File: src/rtl/m68k_ipl_sequencer_if.sv
// Interrupt request/acknowledge bundle between Paula's _ipl lines, the 68k core
// and the bus interface. The sequencer is the master side.
interface m68k_ipl_sequencer_if;
  logic [2:0] _ipl;
  logic [2:0] sr_mask;
  logic       boundary;
  logic       iack_ack;
  logic       iack_req;
  logic [2:0] iack_level;
  logic       exc_start;
  logic [7:0] exc_vector;
  logic [2:0] new_mask;
  logic       spurious;

  modport master (
    input  _ipl, sr_mask, boundary, iack_ack,
    output iack_req, iack_level, exc_start, exc_vector, new_mask, spurious
  );

  modport slave (
    output _ipl, sr_mask, boundary, iack_ack,
    input  iack_req, iack_level, exc_start, exc_vector, new_mask, spurious
  );
endinterface

File: src/rtl/m68k_ipl_sequencer.sv
// CPU-side _ipl receiver: glitch filter, mask compare, NMI edge detect and the
// autovectored IACK handshake with spurious-vector timeout.
module m68k_ipl_sequencer #(
  parameter int unsigned TIMEOUT = 64,
  parameter logic [7:0]  AUTOVEC = 8'd24
) (
  input  logic                 clk,
  input  logic                 reset,
  input  logic                 clk7_en,
  m68k_ipl_sequencer_if.master bus
);

  localparam int unsigned TW = (TIMEOUT > 1) ? $clog2(TIMEOUT) : 1;
  localparam logic [TW-1:0] TLAST = TW'(TIMEOUT - 1);

  typedef enum logic [1:0] {IDLE, ACK, DONE} state_t;

  state_t        r_state, w_state_nxt;
  logic [2:0]    r_raw_prev, r_flev, r_lvl, w_lvl_nxt;
  logic          r_nmi_edge, w_nmi_edge_nxt;
  logic [TW-1:0] r_timer, w_timer_nxt;
  logic [7:0]    r_vec, w_vec_nxt;
  logic          r_spur, w_spur_nxt;
  logic [2:0]    w_raw, w_flev_nxt;
  logic          w_pending;

  assign w_raw      = ~bus._ipl;
  assign w_flev_nxt = (w_raw == r_raw_prev) ? w_raw : r_flev;
  assign w_pending  = ((r_flev == 3'd7) && r_nmi_edge) || (r_flev > bus.sr_mask);

  always_comb begin
    w_state_nxt    = r_state;
    w_lvl_nxt      = r_lvl;
    w_timer_nxt    = r_timer;
    w_vec_nxt      = r_vec;
    w_spur_nxt     = r_spur;
    w_nmi_edge_nxt = r_nmi_edge;
    case (r_state)
      IDLE: begin
        if (w_pending && bus.boundary) begin
          w_state_nxt = ACK;
          w_lvl_nxt   = r_flev;
          w_timer_nxt = '0;
          if (r_flev == 3'd7) w_nmi_edge_nxt = 1'b0;
        end
      end
      ACK: begin
        // ack is checked first so a coincident timeout still yields the autovector
        if (bus.iack_ack) begin
          w_state_nxt = DONE;
          w_vec_nxt   = AUTOVEC + {5'd0, r_lvl};
          w_spur_nxt  = 1'b0;
        end else if (r_timer == TLAST) begin
          w_state_nxt = DONE;
          w_vec_nxt   = AUTOVEC;
          w_spur_nxt  = 1'b1;
        end else begin
          w_timer_nxt = r_timer + 1'b1;
        end
      end
      DONE: begin
        w_state_nxt = IDLE;
        w_timer_nxt = '0;
      end
      default: w_state_nxt = IDLE;
    endcase
    if ((w_flev_nxt == 3'd7) && (r_flev != 3'd7)) w_nmi_edge_nxt = 1'b1;
  end

  always_ff @(posedge clk) begin
    if (reset) begin
      r_state    <= IDLE;
      r_raw_prev <= '0;
      r_flev     <= '0;
      r_nmi_edge <= 1'b0;
      r_lvl      <= '0;
      r_timer    <= '0;
      r_vec      <= '0;
      r_spur     <= 1'b0;
    end else if (clk7_en) begin
      r_state    <= w_state_nxt;
      r_raw_prev <= w_raw;
      r_flev     <= w_flev_nxt;
      r_nmi_edge <= w_nmi_edge_nxt;
      r_lvl      <= w_lvl_nxt;
      r_timer    <= w_timer_nxt;
      r_vec      <= w_vec_nxt;
      r_spur     <= w_spur_nxt;
    end
  end

  assign bus.iack_req   = (r_state == ACK);
  assign bus.iack_level = (r_state == ACK)  ? r_lvl : '0;
  assign bus.exc_start  = (r_state == DONE);
  assign bus.exc_vector = (r_state == DONE) ? r_vec : '0;
  assign bus.new_mask   = (r_state == DONE) ? r_lvl : '0;
  assign bus.spurious   = (r_state == DONE) && r_spur;

endmodule

File: src/flat_wrapper.sv
// flat-port wrapper written by rule: the top's interface ports become plain ports
module m68k_ipl_sequencer_flat 
#(
  parameter int unsigned TIMEOUT = 64,
  parameter logic [7:0]  AUTOVEC = 8'd24
)
  (clk, reset, clk7_en, bus__ipl, bus_sr_mask, bus_boundary, bus_iack_ack, bus_iack_req, bus_iack_level, bus_exc_start, bus_exc_vector, bus_new_mask, bus_spurious);
  m68k_ipl_sequencer_if bus_i ();
  input  logic clk;
  input  logic reset;
  input  logic clk7_en;
  input wire logic [$bits(bus_i._ipl)-1:0] bus__ipl;
  input wire logic [$bits(bus_i.sr_mask)-1:0] bus_sr_mask;
  input wire logic [$bits(bus_i.boundary)-1:0] bus_boundary;
  input wire logic [$bits(bus_i.iack_ack)-1:0] bus_iack_ack;
  output wire logic [$bits(bus_i.iack_req)-1:0] bus_iack_req;
  output wire logic [$bits(bus_i.iack_level)-1:0] bus_iack_level;
  output wire logic [$bits(bus_i.exc_start)-1:0] bus_exc_start;
  output wire logic [$bits(bus_i.exc_vector)-1:0] bus_exc_vector;
  output wire logic [$bits(bus_i.new_mask)-1:0] bus_new_mask;
  output wire logic [$bits(bus_i.spurious)-1:0] bus_spurious;
  assign bus_i._ipl = bus__ipl;
  assign bus_i.sr_mask = bus_sr_mask;
  assign bus_i.boundary = bus_boundary;
  assign bus_i.iack_ack = bus_iack_ack;
  assign bus_iack_req = bus_i.iack_req;
  assign bus_iack_level = bus_i.iack_level;
  assign bus_exc_start = bus_i.exc_start;
  assign bus_exc_vector = bus_i.exc_vector;
  assign bus_new_mask = bus_i.new_mask;
  assign bus_spurious = bus_i.spurious;
  m68k_ipl_sequencer #(.TIMEOUT(TIMEOUT), .AUTOVEC(AUTOVEC)) u_core (.clk(clk), .reset(reset), .clk7_en(clk7_en), .bus(bus_i));
endmodule
File: config.mk
export PLATFORM = sky130hd
export DESIGN_NAME = m68k_ipl_sequencer_flat
export DESIGN_NICKNAME = d
export VERILOG_FILES = /design/src/rtl/m68k_ipl_sequencer_if.sv /design/src/rtl/m68k_ipl_sequencer.sv /design/src/flat_wrapper.sv
export SDC_FILE = /design/constraint.sdc
export NUM_CORES = 1
export LEC_CHECK = 0
export ABC_AREA = 1
export BUFFER_PORTS_ARGS = -buffer_cell sky130_fd_sc_hd__clkbuf_2
export CAP_MARGIN = 10
export CORE_AREA = 10 10 73 75
export DETAILED_ROUTE_END_ITERATION = 7
export DIE_AREA = 0 0 83 85
export PLACE_DENSITY = 0.64
export SLEW_MARGIN = 20
export SYNTH_ARGS = -nofsm -noshare
export SYNTH_HDL_FRONTEND = slang
export SYNTH_SLANG_ARGS = --single-unit
File: constraint.sdc
create_clock -name clk -period 2.7 [get_ports clk]
set_clock_uncertainty 0.1 [all_clocks]
set_input_delay 0.54 -clock clk [delete_from_list [all_inputs] [get_ports clk]]
set_output_delay 0.54 -clock clk [all_outputs]
set_load 0.01 [all_outputs]
==> After elaboration in Yosys (flattened, before gate mapping) <==
Index checks and enable logic that the tools add are counted.
{ "classes": {"n_reduce_logical": 16, "bitwise_logic": 1, "muxes": 20, "n_addsub": 2, "magnitude_cmp": 1, "eq_ne": 11} }
{ "ops": {"columns": ["operator", "n"], "rows": [
  ["two-way mux 8 bit", 3],
  ["two-way mux 6 bit", 3],
  ["case mux 6 bit (3 select lines)", 1],
  ["two-way mux 3 bit", 3],
  ["AND reduction 3 bit", 3],
  ["nonzero test 2 bit", 4],
  ["adder 5 x 3 -> 6 bit (first input constant)", 1],
  ["adder 6 x 1 -> 6 bit (second input constant)", 1],
  ["== test 3 bit (second input constant)", 2],
  ["== test 6 bit (second input constant)", 1],
  ["two-way mux 1 bit", 6],
  ["two-way mux 2 bit", 3],
  ["AND reduction 5 bit", 1],
  ["logical AND 1 bit", 4],
  ["inequality test 2 bit (second input constant)", 2],
  ["case mux 2 bit (2 select lines)", 1],
  ["AND reduction 4 bit", 1],
  ["== test 3 bit", 1],
  ["> comparator 3 bit", 1],
  ["inequality test 3 x 2 -> 1 bit (second input constant)", 1],
  ["inequality test 3 bit (second input constant)", 1],
  ["NOT 3 bit", 1],
  ["nonzero test 3 bit", 1],
  ["== test 2 x 1 -> 1 bit (second input constant)", 1],
  ["other kinds (4)", 4]
]} }
{ "totals": {"register_bits": 27, "in_bits": 11} }

==> Longest topological paths before layout <==
Gate-level depths: netlist of run 1.
{ "depth": {"depth_word": 7, "ltp_mapped": 13, "mapped_depth_nobuf": 13} }

==> Worst setup path before layout of run 1 <==
Ideal clock, no wire load.
{ "synth_timing": {"path_type": "reg2out", "start": "reg u_core.r_state[1]", "end": "out bus_exc_vector[4]", "path_slack_ps": 851, "path_stages_with_launch": 6, "arrival_ps": 1209, "required_ps": 2060, "n_path_buf": 1, "path_cell_list": "dfxtp_1 inv_1 nor2_1 inv_1 nor2_1 buf_4"} }
{ "synth_between": {"elab_chain_cells": 2} }
{ "synth_lines": {"columns": ["item", "line", "text"], "rows": [
  ["start, declared", "m68k_ipl_sequencer.sv:18", "state_t r_state, w_state_nxt;"],
  ["start signal, assigned", "m68k_ipl_sequencer.sv:81", "r_state <= w_state_nxt;"],
  ["== test 2 bit", null, null],
  ["named net bus_exc_start", "flat_wrapper.sv:18", "output wire logic [$bits(bus_i.exc_start)-1:0] bus_exc_start;"],
  ["two-way mux 8 bit", "m68k_ipl_sequencer.sv:95", "assign bus.exc_vector = (r_state == DONE) ? r_vec : '0;"],
  ["end, declared", "flat_wrapper.sv:19", "output wire logic [$bits(bus_i.exc_vector)-1:0] bus_exc_vector;"]
]} }
The timed path passes the listed nets, and every way through them passes these cells.

==> Worst setup path in the final report of run 1 <==
{ "layout_timing": {"start": "reg u_core.r_state[1]", "end": "out bus_exc_vector[3]"} }
{ "layout_between": {"elab_chain_cells": 2} }
{ "layout_lines": {"columns": ["item", "line"], "rows": [
  ["== test 2 bit", "m68k_ipl_sequencer.sv:95"],
  ["two-way mux 8 bit", "m68k_ipl_sequencer.sv:95"]
]} }
Every way passes these cells.

==> results of run 1 <==
## final cells by class
class	count	share of cell area (%)
multi-input combinational	140	46.4
sequential	23	30.0
inverter	36	8.80
tap	50	4.07
timing repair buffer	24	7.82
clock buffer	4	2.93
## cell usage after synthesis
master / n
dfxtp_1: 23
o211ai_1: 2
nand2_2: 2
nor3_4: 1
inv_1: 29
o21a_1: 1
o21ai_2: 1
a21oi_1: 20
nand3_1: 15
ha_1: 4
buf_2: 1
nor2_1: 25
nand2_4: 2
inv_2: 7
nand2_1: 43
clkbuf_1: 2
o21ai_0: 3
nor3_2: 1
nor2_4: 2
nor2_2: 3
buf_4: 4
nor3_1: 1
nand4_1: 3
xor2_1: 2
conb_1: 1
o21ai_1: 6
## cell usage in the layout, fill, tap and decap left out, types with 3 or more instances in the layout
master / synthesis / routed
conb_1: 1 / 3
nand3_1: 15 / 15
o21ai_0: 3 / 3
ha_1: 4 / 4
nor2_1: 25 / 25
dfxtp_1: 23 / 23
nor2_2: 3 / 3
a21oi_1: 20 / 20
clkbuf_8: 0 / 3
clkbuf_2: 0 / 24
inv_1: 29 / 29
nand4_1: 3 / 3
nand2_1: 43 / 43
o21ai_1: 6 / 6
inv_2: 7 / 7
## state kept, by name (all words and copies together), names as in the netlist
register / cells
u_core.r_flev: 3
u_core.r_lvl: 3
u_core.r_spur: 1
u_core.r_raw_prev: 3
u_core.r_timer: 6
u_core.r_vec: 4
u_core.r_nmi_edge: 1
u_core.r_state: 2
## kinds of logic (layout without fill, tap and decap cells)
group	after synthesis	count (layout)	share of synthesized area [%]
simple gates	98	98	34.0
buf+inv	43	64	13.2
compound gates	33	33	13.1
flops	23	23	34.3
fa+ha+maj	4	4	3.73
xor+xnor	2	2	1.30
other cells	1	3	0.279
## layer usage
metal | part of all wire, % | wire length (um) | up-vias
li1 | - | - | 679
met1 | 48 | 1340 | 532
met2 | 46 | 1290 | 22
met3 | 5.4 | 152 | 2
met4 | 1.3 | 37 | 0
met5 | 0 | 0 | -
## power by group through the flow
stage               Sequential (uW)  Combinational [uW]  Clock [uW]
CTS                             358                98.8         223
global route                    360                 116         235
detailed placement              366                98.2           0
global placement                366                97.4           0
floorplan                       364                77.0           0
finish                          358                98.1         211
## worst max-delay path, stage by stage, from the launching register on
cell and delay, ps:
dfxtp_1 470, inv_1 60, nor2_1 110, inv_1 140, nor2_1 140, clkbuf_2 150
## worst max path at each step
stage                                  from           endpoint  cells past startpoint
after floorplan           u_core.r_state[1]  bus_exc_vector[4]                      5
after CTS                 u_core.r_state[1]  bus_exc_vector[3]                      5
final                     u_core.r_state[1]  bus_exc_vector[3]                      5
after global placement       bus_sr_mask[2]  u_core.r_timer[1]                     13
after detailed placement     bus_sr_mask[2]  u_core.r_timer[0]                     12
after global routing      u_core.r_state[1]  bus_exc_vector[3]                      5
## stage by stage
stage / area (um2) / worst slack (ps) / util [%] / power [uW]
after floorplan: 1350 / 851 / - / 441
final: 1540 / 722 / 39.2 / 666
after detailed placement: 1490 / 767 / 38.1 / 464
after global routing: 1540 / 500 / 39.2 / 711
after global placement: 1490 / 803 / 38.1 / 463
after CTS: 1540 / 702 / 39.2 / 680
==> key figures, run 1 <==
Clocking
  – Post-CTS Hold Fix Bufs: 0
  – Root Driver: clkbuf_8
  – TritonCTS clock tree: done
  – Post-CTS sizing: 0
  – CTS Buffer Depth: 2
  – Inserted Clock Buffers: 3
  – H-Tree Depth: 1
  – Insertion delay to the later sink of the worst-skew pair: 260 ps
  – Clock Sinks: 23
  – Setup Fix Bufs, Post-CTS: 0
  – Clock-pin slew on the worst setup and hold paths: ~80 ps

Timing
  – FMAX: around 510 MHz
  – Hold Violations, Final: 0
  – Unrepaired setup endpoints after global routing: no
  – Final Cycle Share: 73.2%
  – Final setup viols: 0
  – Final setup TNS: 0 ps
  – Min cycle time layout: 1980 ps
  – Fin. max-slew vios: 0
  – Hold slack: ~370 ps

Synthesis
  – Post-synthesis cell type count: 26
  – Yosys warnings: 0
  – Synth Instances: a little over 200
  – Share of the synthesized area in the top cell type: approximately 34%
  – Register area share after synthesis: 34.3%
  – Flop and latch count out of synthesis: 23
  – Leading post-synthesis cells by cell area: dfxtp_1 34%, nand2_1 12%, inv_1 8.1%
  – Synth area leader: dfxtp_1
  – Mapped Avg Cell Area: about 6.6 um2
  – Synth Cell Area: around 1300 um2

Floorplan
  – Rows: 23
  – Top Ports: 28
  – Chip height: ~85 um
  – Core Footprint: 3910 um2
  – Die area: 7060 um2
  – Die X: between 80 and 90 um
  – Starting Density: around a third

Routing
  – Routed Antenna Nets: 0
  – Vias: approximately 1.2k
  – DR iter-0 viols: 56
  – WL/cell: ~10 um
  – Vias per inst: 4.46
  – Drt drc: 0
  – Pre-antenna DRT Iters: 4
  – WL final: 2.83 mm

Global routing
  – Met3 usage: 2.01%
  – GRT Residual Overflow: 0
  – Met1 Use GR: about a tenth
  – Gr busiest metal: met2
  – First-pass GRT wire length: around 5.2 mm
  – Met2 Usage GRT: 14.2%
  – Initial antenna violation count: 0
  – Total track usage: approximately 8.3%
  – Vias in the first global route: 1,178
  – Largest net degree at the start of global routing: 17

Worst hold path
  – Hold Path End: u_core.r_vec[3]
  – Worst Hold Launch: u_core.r_vec[3]
  – Worst hold stages: 2
  – Hold Path Class: reg2reg

Cells and area
  – Sequential Area: 460 um2
  – Nets: approximately 240
  – Area of the multi-input gates: 712 um2
  – Post-Layout Cell Count: about 280
  – Layout cells sized above 1: about a fifth
  – Antenna cells: 0
  – Filler cells: 450
  – Area grow syn2layout: 14.4%

Run status
  – Status: complete, no violations

Critical path
  – Reg2Reg Depth: 10
  – Worst Setup End Kind: primary output
  – Type of origin of the critical path: flip-flop
  – R2R setup slack: between 1000 and 1500 ps
  – WP data required: between 2000 and 2500 ps
  – Crit Reg-Reg Startpoint: u_core.r_flev[2]
  – CP arrival: around 1300 ps
  – Worst-path fanout max: 8
  – RR Endpoint: u_core.r_timer[0]
  – Critical path class: reg2out

Placement
  – IO Port Bufs: 24
  – Placed insts: between 200 and 300
  – Routability cong.: approximately 0.82
  – Detailed Place HPWL: between 2 and 2.5 mm

Power
  – Pwr Density: 434 nW/um2
  – Proportion of power drawn by combinational gates: around 15%
  – Sw Pwr: about 180 uW
  – VDD IR max: about 0.15 mV
  – Net Sw Frac: between 20% and 30%
  – Clk pwr share: approximately a third
  – Pint: a little under 500 uW
  – Seq pwr share: between 50% and 60%
  – P_leak: around 0.00071 uW

Flow run
  – Max Cap Violations: 0
(Power assumes the default switching activity.)
==> inputs of run 2 (changes only) <==
--- a/config.mk
+++ b/config.mk
@@ -11,7 +11,7 @@
 export CORE_AREA = 10 10 73 75
 export DETAILED_ROUTE_END_ITERATION = 7
 export DIE_AREA = 0 0 83 85
-export PLACE_DENSITY = 0.64
+export PLACE_DENSITY = 0.66
 export SLEW_MARGIN = 20
 export SYNTH_ARGS = -nofsm -noshare
 export SYNTH_HDL_FRONTEND = slang
==> constraint.sdc (replaced) <==
create_clock -name clk -period 1.7 [get_ports clk]
set_clock_uncertainty 0.1 [all_clocks]
set_input_delay 0.34 -clock clk [delete_from_list [all_inputs] [get_ports clk]]
set_output_delay 0.34 -clock clk [all_outputs]
set_load 0.01 [all_outputs]
==> key figures, run 2 (synthesis results as in run 1) <==
Cells and area
  – Nets: 250 (+2.9%)
  – Most frequent cells in the layout: 43 x nand2_1, 28 x inv_1, 23 x nor2_1, 22 x clkbuf_2, 20 x a21oi_1
  – Largest regs: u_core.r_timer x6, u_core.r_vec x4
  – Layout cells sized above 1: 26.9% (+6.7 points)
  – Area grow syn2layout: 21.3%
  – Filler cells: 442 (-1.8%)
  – Max reg flops: 6 (unchanged)
  – Post-Layout Cell Count: 284 (+2.5%)
  – Antenna cells: 0 (unchanged)
  – Biggest register: u_core.r_timer
  – Commonest non-fill, non-tap cell in the layout: nand2_1
  – Final Core Density: 41.6% (+2.4 points)

Global routing
  – Total track usage: 8.39% (+0.072 points)
  – GRT Residual Overflow: 0 (unchanged)
  – Largest net degree at the start of global routing: 16 (-1)
  – Vias in the first global route: 1,215 (+3.1%)
  – Initial antenna violation count: 0 (unchanged)
  – First-pass GRT wire length: 5.19 mm (+0.25%)

Timing
  – Hold slack: 198 ps (-167 ps)
  – Min cycle time layout: 1640 ps
  – Hold Violations, Final: 0 (unchanged)
  – Final Cycle Share: about 96%
  – Final setup viols: 0 (unchanged)
  – Fin. max-slew vios: 0 (unchanged)
  – FMAX: roughly 610 MHz

Critical path
  – Type of origin of the critical path: flip-flop
  – Slowest cell on the critical path: dfxtp_4
  – R2R setup slack: 160 ps (-920 ps)
  – Critical path class: reg2out
  – Worst Setup End Kind: primary output
  – Worst-path fanout max: 11 (+3)
  – CP arrival: 1200 ps (-140 ps)
  – WP data required: 1260 ps (-800 ps)
  – Slowest stage delay, CP: 380 ps (-90 ps)
  – CP cell instances: inv_2 -> nor2_4 -> inv_4 -> nor2_2 -> clkbuf_2

Power
  – Pwr Density: 663 nW/um2 (+53%)
  – Seq pwr share: 52.6% (-1.1 points)
  – P_leak: 0.000749 uW (+5.6%)
  – Net Sw Frac: 27.4% (+0.54 points)
  – VDD IR max: 0.242 mV (+62%)
  – Proportion of power drawn by combinational gates: 16.1% (+1.4 points)
  – Clk pwr share: 31.4% (-0.2 points)
  – Pint: 785 uW (+61%)
  – Sw Pwr: 295 uW (+65%)

Flow run
  – Max Cap Violations: 0 (unchanged)

Floorplan
  – Starting Density: 34.3% (unchanged)
  – Chip height: 85 um (unchanged)
  – Rows: 23 (unchanged)
  – Top Ports: 28 (unchanged)
  – Die X: 83 um (unchanged)
  – Core Footprint: 3910 um2 (unchanged)
  – Die area: 7060 um2 (unchanged)

Routing
  – WL final: 3.03 mm (+7.2%)
  – Vias per inst: 4.44 (-0.41%)
  – Drt drc: 0 (unchanged)
  – Routed Antenna Nets: 0 (unchanged)
  – Pre-antenna DRT Iters: 4 (unchanged)
  – WL/cell: 10.7 um (+4.5%)
  – DR iter-0 viols: 70 (+25%)
  – Vias: 1,261 (+2.1%)

Clocking
  – Clock-pin slew on the worst setup and hold paths: 80 ps (about the same)
  – Root Driver: clkbuf_8
  – H-Tree Depth: 1 (unchanged)
  – Insertion delay to the later sink of the worst-skew pair: 260 ps (about the same)
  – TritonCTS clock tree: done
  – Inserted Clock Buffers: 3 (unchanged)
  – CTS Buffer Depth: 2 (unchanged)
  – Clock Sinks: 23 (unchanged)

Placement
  – Routability cong.: 0.868 (+5.7%)
  – Detailed Place HPWL: 2.33 mm (+2.3%)
  – Placed insts: 276 (+1.1%)
  – IO Port Bufs: 24 (unchanged)

Run status
  – Status: complete, no violations

Worst hold path
  – Hold Path Class: in2reg
run 2: cell types whose count changed in the layout (fill, tap and decap cells not counted), moves of 2 or more:
cell | before | now
clkbuf_2 | 24 | 22
dfxtp_4 | 0 | 2
dfxtp_1 | 23 | 18
buf_4 | 0 | 7
buf_2 | 0 | 2
dfxtp_2 | 0 | 3
nor2_1 | 25 | 23
run 2: final cells by class:
| class | count | area (um2) | area share, % |
|---|---|---|---|
| timing repair buffer | 31 | 173 | 10.6 |
| inverter | 36 | 138 | 8.45 |
| sequential | 23 | 472 | 29.0 |
| multi-input combinational | 140 | 739 | 45.4 |
| clock buffer | 4 | 45.0 | 2.76 |
| tap | 50 | 62.6 | 3.84 |
run 2: power groups by stage:
| stage | Combinational [uW] | Sequential (uW) | Clock, uW |
|---|---|---|---|
| after detailed placement | 162 | 582 | 0 |
| after CTS | 162 | 568 | 356 |
| after global placement | 159 | 581 | 0 |
| after floorplan | 122 | 578 | 0 |
| after global routing | 201 | 571 | 374 |
| final | 174 | 568 | 339 |
run 2: worst paths after layout:
path / from / endpoint / depth (start not counted)
setup reg to reg: u_core.r_flev[2] / u_core.r_timer[0] / 10
setup / recovery: u_core.r_state[0] / bus_iack_level[1] / 5
hold reg to reg: u_core.r_spur / u_core.r_spur / 2
hold / removal: bus__ipl[0] / u_core.r_raw_prev[0] / 2
run 2: metal layers:
metal	vias to the layer above	GRT usage, %	routed length, um
met4	0	3.72	36
li1	698	-	-
met3	2	1.43	138
met1	541	9.67	1400
met5	-	0	0
met2	20	14.8	1450
run 2: timing repair:
action                     in CTS  in global routing
pin swaps                       0                  2
buffers inserted                0                  4
gates resized for setup         3                 13
hold buffers                    0                  0
setup endpoints to repair      12                 21
cloned                          0                  0
run 2: through the flow:
stage	cell area [um2]	total power, uW	TNS, ps	setup slack [ps]
3_5_place_dp	1510	743	-34.0	-12.6
5_1_grt	1630	1150	-6.79	-6.79
6_report	1630	1080	0	64.0
3_3_place_gp	1510	740	0	9.74
4_1_cts	1560	1090	0	12.4
2_1_floorplan	1350	700	0	51.0
run 2: worst max-delay path, delay by kind of cell, from the launching register on:
kind	cells	cell delay [ps]
flip-flops	1	380
buffers and inverters	3	290
AND/OR/NAND/NOR	2	270
==> inputs of run 3 (changes only) <==
--- a/config.mk
+++ b/config.mk
@@ -7,11 +7,11 @@
 export LEC_CHECK = 0
 export ABC_AREA = 1
 export BUFFER_PORTS_ARGS = -buffer_cell sky130_fd_sc_hd__clkbuf_2
-export CAP_MARGIN = 10
-export CORE_AREA = 10 10 73 75
+export CAP_MARGIN = 20
+export CORE_AREA = 10 10 66 68
 export DETAILED_ROUTE_END_ITERATION = 7
-export DIE_AREA = 0 0 83 85
-export PLACE_DENSITY = 0.66
+export DIE_AREA = 0 0 76 78
+export PLACE_DENSITY = 0.78
 export SLEW_MARGIN = 20
 export SYNTH_ARGS = -nofsm -noshare
 export SYNTH_HDL_FRONTEND = slang
==> key figures, run 3 (synthesis results as in run 1) <==
Timing
  – Final Cycle Share: 98.7% (+2.5 points)
  – Min cycle time layout: 1680 ps (+42.0 ps)
  – Fin. max-slew vios: 0 (unchanged)
  – FMAX: 596 MHz (-2.5%)
  – Hold slack: 146 ps (-51.7 ps)
  – Final WS setup: 22.0 ps (-42.0 ps)
  – Unrepaired setup endpoints after global routing: yes
  – Final setup TNS: 0 ps (unchanged)
  – Hold Violations, Final: 0 (unchanged)
  – Final setup viols: 0 (unchanged)

Routing
  – WL final: 2.76 mm (-8.7%)
  – Routed Antenna Nets: 0 (unchanged)
  – Vias per inst: 4.57 (+3.0%)
  – DR iter-0 viols: 50 (-29%)
  – Vias: 1,271 (+0.79%)
  – WL/cell: 9.94 um (-6.8%)
  – Drt drc: 0 (unchanged)
  – Pre-antenna DRT Iters: 4 (unchanged)

Worst hold path
  – Hold Path Class: in2reg
  – Hold Path End: u_core.r_raw_prev[2]
  – Worst hold stages: 2 (unchanged)
  – Worst Hold Launch: bus__ipl[2]

Clocking
  – Inserted Clock Buffers: 3 (unchanged)
  – H-Tree Depth: 1 (unchanged)
  – Root Driver: clkbuf_4
  – CTS Buffer Depth: 2 (unchanged)
  – Post-CTS Hold Fix Bufs: 0 (unchanged)
  – TritonCTS clock tree: done
  – Clock-pin slew on the worst setup and hold paths: 120 ps (+40 ps)
  – Insertion delay to the later sink of the worst-skew pair: 310 ps (+50 ps)
  – Clock Sinks: 23 (unchanged)

Power
  – Total power: 982 uW (-9.1%)
  – VDD IR max: 0.294 mV (+21%)
  – P_leak: 0.000737 uW (-1.5%)
  – Pwr Density: 617 nW/um2 (-6.9%)

Global routing
  – Total track usage: 9.10% (+0.71 points)
  – Initial antenna violation count: 0 (unchanged)
  – Vias in the first global route: 1,112 (-8.5%)
  – GRT Residual Overflow: 0 (unchanged)
  – Largest net degree at the start of global routing: 16 (unchanged)
  – First-pass GRT wire length: 4.69 mm (-9.7%)

Run status
  – Status: complete, no violations

Floorplan
  – Core Footprint: 3180 um2 (-19%)
  – Rows: 21 (-8.7%)
  – Chip height: 78 um (-8.2%)
  – Die X: 76 um (-8.4%)
  – Die area: 5930 um2 (-16%)
  – Top Ports: 28 (unchanged)
  – Starting Density: 42.2% (+7.9 points)

Critical path
  – Crit Reg-Reg Startpoint: u_core.r_flev[2]
  – CP arrival: 1240 ps (+40 ps)
  – RR Endpoint: u_core.r_timer[1]
  – Slowest cell on the critical path: dfxtp_4
  – Slowest stage delay, CP: 390 ps (about the same)
  – Worst-path fanout max: 11 (unchanged)
  – Worst Setup End Kind: primary output
  – R2R setup slack: 120 ps (-40 ps)
  – Critical path class: reg2out
  – WP data required: 1260 ps (about the same)
  – Type of origin of the critical path: flip-flop
  – Reg2Reg Depth: 11 (+1)
  – CP cell instances: inv_2 -> nor2_4 -> inv_6 -> nor2_2 -> buf_2

Cells and area
  – Largest regs: u_core.r_timer x6, u_core.r_vec x4
  – Area of the multi-input gates: 738 um2 (-0.17%)
  – Area grow syn2layout: 18.5%
  – Final Core Density: 50.1% (+8.4 points)
  – Sequential Area: 472 um2 (unchanged)
  – Antenna cells: 0 (unchanged)
  – Filler cells: 320 (-28%)
  – Max reg flops: 6 (unchanged)
  – Most frequent cells in the layout: 43 x nand2_1, 27 x inv_1, 22 x nor2_1, 19 x a21oi_1, 19 x clkbuf_2
  – Nets: 248 (-0.80%)
  – Biggest register: u_core.r_timer
  – Commonest non-fill, non-tap cell in the layout: nand2_1
  – Layout cells sized above 1: 27.2% (+0.23 points)

Flow run
  – Max Cap Violations: 0 (unchanged)

Placement
  – Detailed Place HPWL: 2.18 mm (-6.3%)
  – IO Port Bufs: 24 (unchanged)
  – Worst slack, placed: -40.7 ps (-28.1 ps)
  – Routability cong.: 0.766 (-12%)
[run 3: changes by cell type in the layout (fill, tap and decap cells not counted), sizes merged]
cell / before / now
clkbuf: 26 / 23
buf: 9 / 10
[run 3: layout make-up]
| class | count | share of cell area (%) |
|---|---|---|
| clock buffer | 4 | 1.65 |
| sequential | 23 | 29.6 |
| inverter | 36 | 8.80 |
| multi-input combinational | 140 | 46.4 |
| tap | 46 | 3.62 |
| timing repair buffer | 29 | 9.91 |
[run 3: critical path, delay by kind of cell, from the launching register on]
family	cells	cell delay, ps
AND/OR/NAND/NOR	2	270
buffers and inverters	3	270
flip-flops	1	390
[run 3: routing by layer]
layer  vias up  global-route usage [%]  share of wire (%)
met1       556                    10.2                 46
met4         0                    3.41                1.0
met2        21                    14.8                 46
met5         -                       0                  0
li1        690                       -                  -
met3         4                    4.15                7.6
[run 3: power by group]
part	leakage (uW)	switching (uW)	internal (uW)
Sequential	0.000190	12.7	554
Combinational	0.000533	108	58.4
Clock	0.0000150	157	91.5
Total	0.000737	278	704
[run 3: worst max path at each step]
| stage | from | endpoint | slack (ps) | cells past startpoint |
|---|---|---|---|---|
| CTS | u_core.r_state[0] | bus_iack_level[2] | 7 | 5 |
| finish | u_core.r_state[0] | bus_iack_level[1] | 20 | 5 |
| floorplan | u_core.r_state[1] | bus_exc_vector[4] | 50 | 5 |
| global route | u_core.r_state[0] | bus_iack_level[1] | -50 | 5 |
| global placement | bus_sr_mask[2] | u_core.r_timer[1] | 8 | 13 |
| detailed placement | bus_sr_mask[2] | u_core.r_timer[1] | -40 | 13 |
[run 3: what timing repair did]
action	CTS	global route
buffers inserted	2	2
gates resized for setup	6	17
pin swaps	0	2
endpoints found under the setup margin	12	28
[run 3: per-stage QoR]
stage	instances	area (um2)
6_report	278	1590
5_1_grt	278	1590
2_1_floorplan	206	1350
3_5_place_dp	270	1490
4_1_cts	276	1540
3_3_place_gp	270	1490
